<file path="config.mk">
export PLATFORM = sky130hd
export DESIGN_NAME = regfile_mp
export DESIGN_NICKNAME = d
export VERILOG_FILES = /design/src/rtl/regfile_mp.sv
export SDC_FILE = /design/constraint.sdc
export NUM_CORES = 2
export LEC_CHECK = 0
export ABC_CLOCK_PERIOD_IN_PS = 3600
export BUFFER_PORTS_ARGS = -buffer_cell sky130_fd_sc_hd__buf_2
export CAP_MARGIN = 20
export CORE_MARGIN = 1.5
export CORE_UTILIZATION = 57
export DETAILED_ROUTE_END_ITERATION = 8
export PLACE_DENSITY = 0.74
export REMOVE_ABC_BUFFERS = 1
export SYNTH_ARGS = -nofsm -noshare
export SYNTH_HDL_FRONTEND = slang
export SYNTH_SLANG_ARGS = --single-unit
</file>
<file path="constraint.sdc">
create_clock -name clk -period 3.6 [get_ports clk]
set_input_delay 0.18 -clock clk [delete_from_list [all_inputs] [get_ports clk]]
set_output_delay 0.18 -clock clk [all_outputs]
set_load 0.1 [all_outputs]
</file>
<file path="src/rtl/regfile_mp.sv">
// Parametrised multi-port register file with busy scoreboard and post-reset sequential clear.
// Write latency 1 cycle, reads combinational (optional same-cycle bypass); no backpressure, ready flags end of clear.
module regfile_mp #(
  parameter int DW     = 32,
  parameter int AW     = 5,
  parameter int NRD    = 2,
  parameter int NWR    = 2,
  parameter int BYPASS = 1
) (
  input  logic              clk,
  input  logic              rst,
  output logic              ready,
  input  logic [NWR-1:0]    w_ena,
  input  logic [NWR*AW-1:0] w_addr,
  input  logic [NWR*DW-1:0] w_data,
  input  logic [NRD-1:0]    r_ena,
  input  logic [NRD*AW-1:0] r_addr,
  output logic [NRD*DW-1:0] r_data,
  output logic [NRD-1:0]    r_busy,
  input  logic              alloc_ena,
  input  logic [AW-1:0]     alloc_addr
);

  localparam int DEPTH = 2**AW;

  typedef enum logic {CLEAR, RUN} state_t;

  state_t          state, state_nxt;
  logic [AW-1:0]   clr_cnt, clr_nxt;
  logic            ready_nxt;
  logic [DEPTH-1:0] busy, busy_nxt;
  logic [DW-1:0]   mem [DEPTH];
  logic            run;
  logic [AW-1:0]   ra;
  logic [DW-1:0]   rd;

  assign run = rst && (state == RUN);

  always_comb begin
    state_nxt = state;
    clr_nxt   = clr_cnt;
    ready_nxt = ready;
    case (state)
      CLEAR: begin
        if (clr_cnt == AW'(DEPTH-1)) begin
          state_nxt = RUN;
          ready_nxt = 1'b1;
        end else begin
          clr_nxt = clr_cnt + AW'(1);
        end
      end
      default: ;
    endcase
  end

  always_ff @(posedge clk) begin
    if (!rst) begin
      state   <= CLEAR;
      clr_cnt <= '0;
      ready   <= 1'b0;
      busy    <= '0;
    end else begin
      state   <= state_nxt;
      clr_cnt <= clr_nxt;
      ready   <= ready_nxt;
      if (state == RUN)
        busy <= busy_nxt;
    end
  end

  // Allocation is applied after the write clears so it wins on a same-address collision.
  always_comb begin
    busy_nxt = busy;
    for (int i = 0; i < NWR; i++) begin
      if (w_ena[i] && w_addr[i*AW +: AW] != '0)
        busy_nxt[w_addr[i*AW +: AW]] = 1'b0;
    end
    if (alloc_ena && alloc_addr != '0)
      busy_nxt[alloc_addr] = 1'b1;
  end

  // No reset on the array so it can map onto RAM; later ports overwrite earlier ones.
  always_ff @(posedge clk) begin
    if (rst) begin
      if (state == CLEAR) begin
        mem[clr_cnt] <= '0;
      end else begin
        for (int i = 0; i < NWR; i++) begin
          if (w_ena[i] && w_addr[i*AW +: AW] != '0)
            mem[w_addr[i*AW +: AW]] <= w_data[i*DW +: DW];
        end
      end
    end
  end

  always_comb begin
    r_data = '0;
    r_busy = '0;
    ra     = '0;
    rd     = '0;
    for (int j = 0; j < NRD; j++) begin
      ra = r_addr[j*AW +: AW];
      if (run && r_ena[j] && ra != '0) begin
        rd = mem[ra];
        if (BYPASS != 0) begin
          for (int i = 0; i < NWR; i++) begin
            if (w_ena[i] && w_addr[i*AW +: AW] == ra)
              rd = w_data[i*DW +: DW];
          end
        end
        r_data[j*DW +: DW] = rd;
        r_busy[j]          = busy[ra];
      end
    end
  end

endmodule

</file>
==> flow_summary_export.csv <==
group,metric,value,unit
run_status,status,"finished, final reports clean",
critical_path,worstPathRequired,3.42,ns
power,power.density,390,nW/um^2
finish,nets,5602,
global_routing,first_global_vias,50464,
critical_path,path_buf_inv,4,
logic_synthesis,synthFlopType,"edfxtp_1",
logic_synthesis,syn-instance-count,5699,
finish,drive_gt1_frac,0.212,
timing,finalSetupTns,0,ns
floorplan,fp.coreArea,109000,sq um
logic_synthesis,synth_most_common_cell,"nand2_1",
timing,slew_headroom,0.152,
floorplan,die_h,334,microns
floorplan,dieWidth,334,microns
critical_path,r2r-end,"mem[7][0]",
critical_path,critPathCaptureType,"output port",
timing,min_period,3.59,ns
hold_path,min_to,"ready",
timing,rsz0062_at_grt,"no",
timing,max_freq,279,MHz
power,p_sw_frac,0.240,
power,pwr-share-comb,0.083,
clocking,cts_root_buf,"clkbuf_16",
clocking,clk_pin_slew,0.06,ns
finish,stdcell_count,7015,
logic_synthesis,yosysWarnings,0,
critical_path,r2r_slack,0.57,ns
global_routing,antenna_found_initial,13,
clocking,cts_tree,"yes",
placement,place.gp.congestion,0.941,
logic_synthesis,synth_cell_types,64,
power,ir_drop,0.000399,V
route,wirelength,237,mm
route,drtIter0Drc,9987,
logic_synthesis,synth_top_area_share,0.494,
global_routing,grtUsageTotal,0.420,
clocking,cts_sinks,1063,
placement,post_dp_cell_area,66100,sq um
timing,tightest_slew,1.27,ns
critical_path,r2r_cells,6,
global_routing,grt_pass1_wl,337,mm
critical_path,cpMostUsedCell,"buf_4",
power,cellInternalPower,20.7,mW
logic_synthesis,synthTopCellsByArea,"edfxtp_1, mux4_2, o21ai_0, nand2_1, mux2_2",
placement,port_buffers,162,
clocking,htree_levels,3,
timing,layout_setup_ws,0.0144,ns
timing,setup_viol_count_final,0,
finish,utilization,0.642,
power,seq_power_share,0.495,
route,num_vias,52525,
critical_path,path_max_fanout,32,
hold_path,hold_start,"rst",
global_routing,use_met1,0.526,
route,first_pass_iters,8,
power,power_leakage,20.7,nW
logic_synthesis,synthesis.area,62300,sq um
clocking,cts_buffers,111,
floorplan,initial_core_util,0.573,
logic_synthesis,synth_top_area_cell,"edfxtp_1",
logic_synthesis,synthArstFlopShare,0,
logic_synthesis,yosys-top-cells-count,"nand2_1, o21ai_0, edfxtp_1",
timing,slew_violations,0,
timing,finClkSkew,0.0452,ns
global_routing,use_met3,0.182,
hold_path,whs_path_depth,3,
clocking,worstSkewPairLatency,0.75,ns
critical_path,crit_arrival,3.41,ns
clocking,ctsLongestPathBuffers,3,
placement,hpwl,137,mm
logic_synthesis,syn_area_per_cell,10.9,sq um
global_routing,grt_util_met2,0.592,
critical_path,cp_cell_sequence,"and2_2 > buf_4 > o311ai_1 > a21oi_4 > buf_6 > a32oi_1 > o31ai_1 > buf_4 > buf_12",
logic_synthesis,synth-edff-count,1024,
global_routing,grt_overflow,0,
critical_path,cp_slowest_cell,"buf_6",
power,p_clk_frac,0.422,
timing,period_share,0.996,
global_routing,grt-busiest-layer,"met2",
route,wl_per_cell,33.8,microns
floorplan,rows,121,
flow_run,drv_cap,0,
critical_path,cp-start-kind,"flop",
finish,fin_area,69800,sq um
logic_synthesis,ys_seq_area_frac,0.506,
logic_synthesis,ys_ff_latch,1063,
timing,whs,0.0524,ns
critical_path,cp_top_family,"buffers and inverters",
finish,syn_to_final_growth,12.1,%
power,power,27.3,mW
hold_path,min_path_type,"input pin to flop",
placement,dp.cells,6794,
floorplan,dieArea,111000,sq um
timing,hold_violations,0,
route,drc,0,
critical_path,crit_type,"flop to output port",
critical_path,slowest_delay,0.46,ns
global_routing,grt_max_degree,84,
placement,pre_cts_ws,0.505,ns
critical_path,r2r_start,"state",
floorplan,pin_count,163,
power,p_switching,6.55,mW
route,drtAntennaViolNets,0,
route,vias_per_cell,7.49,
-- cell type report --
| type | instances | area, sq um |
|---|---|---|
| well taps | 1414 | 1770 |
| diodes | 7 | 17.5 |
| fillers | 8006 | 38900 |
| repair buffers | 418 | 4370 |
| clock buffers | 148 | 3110 |
| flip-flops and latches | 1063 | 31500 |
| clock inverters | 55 | 420 |
| inverters | 8 | 30.0 |
| multi-input cells | 3902 | 28600 |
-- power groups by stage --
stage / sequential [mW] / combinational, mW / clock [mW]
global route: 13.5 / 2.28 / 11.9
finish: 13.5 / 2.27 / 11.5
detailed placement: 13.7 / 2.13 / 0
global placement: 13.7 / 2.12 / 0
CTS: 13.5 / 2.15 / 11.4
floorplan: 13.7 / 0.984 / 0
-- worst max path at each step --
stage	to	from	cells past startpoint
global route	r_data[30]	state	9
floorplan	r_data[30]	state	5
detailed placement	r_data[42]	r_addr[5]	10
finish	r_data[30]	state	9
CTS	r_data[30]	state	9
global placement	r_data[42]	r_addr[5]	10
-- what timing repair did --
| action | in CTS | in global routing |
|---|---|---|
| setup buffers | 0 | 2 |
| gates resized for setup | 1 | 4 |
| endpoints found under the hold margin | 23 | 0 |
| hold buffers | 8 | 0 |
| setup endpoints to repair | 16 | 38 |
-- registers in the layout (all words and copies together), names as in the netlist --
| register | count |
|---|---|
| busy | 32 |
| clr_cnt | 5 |
| state | 1 |
| ready | 1 |
| mem | 1024 |
-- placed cells by master, fill, tap and decap left out, drive strengths merged, types with 33 or more instances in the layout --
master	synthesis	layout
o22ai	156	156
o21ai	1061	1061
nand3	47	47
a32oi	33	33
nor3	70	70
clkbuf	553	148
mux4	272	272
nor2	38	38
mux2i	266	266
mux2	249	249
clkinv	0	44
buf	173	410
edfxtp	1024	1024
nand2	1086	1086
dfxtp	39	39
and2	60	60
a22o	59	59
a22oi	195	195
-- cell families after synthesis --
kind of cell,after synthesis,synth area share
AO/OA/AOI/OAI,1684,0.161
XOR/XNOR,23,0.00323
buffers and inverters,734,0.0485
flip-flops,1063,0.506
adder cells (fa/ha/maj),2,0.000402
AND/OR/NAND/NOR,1406,0.0950
multiplexers,787,0.186
-- tightest hold or removal path: cells and delay by family --
family,cells,cell delay [ns]
AOI/OAI and AO/OA,1,0.16
buffers and inverters,2,0.40
-- metal layers --
layer | wire [microns] | part of all wire | vias up
met5 | 114 | 0.00048 | -
met4 | 18900 | 0.080 | 14
met3 | 44200 | 0.19 | 1268
met2 | 97900 | 0.41 | 5268
met1 | 75700 | 0.32 | 24794
li1 | - | - | 21181
No activity file was read; power rests on OpenSTA's default activity.
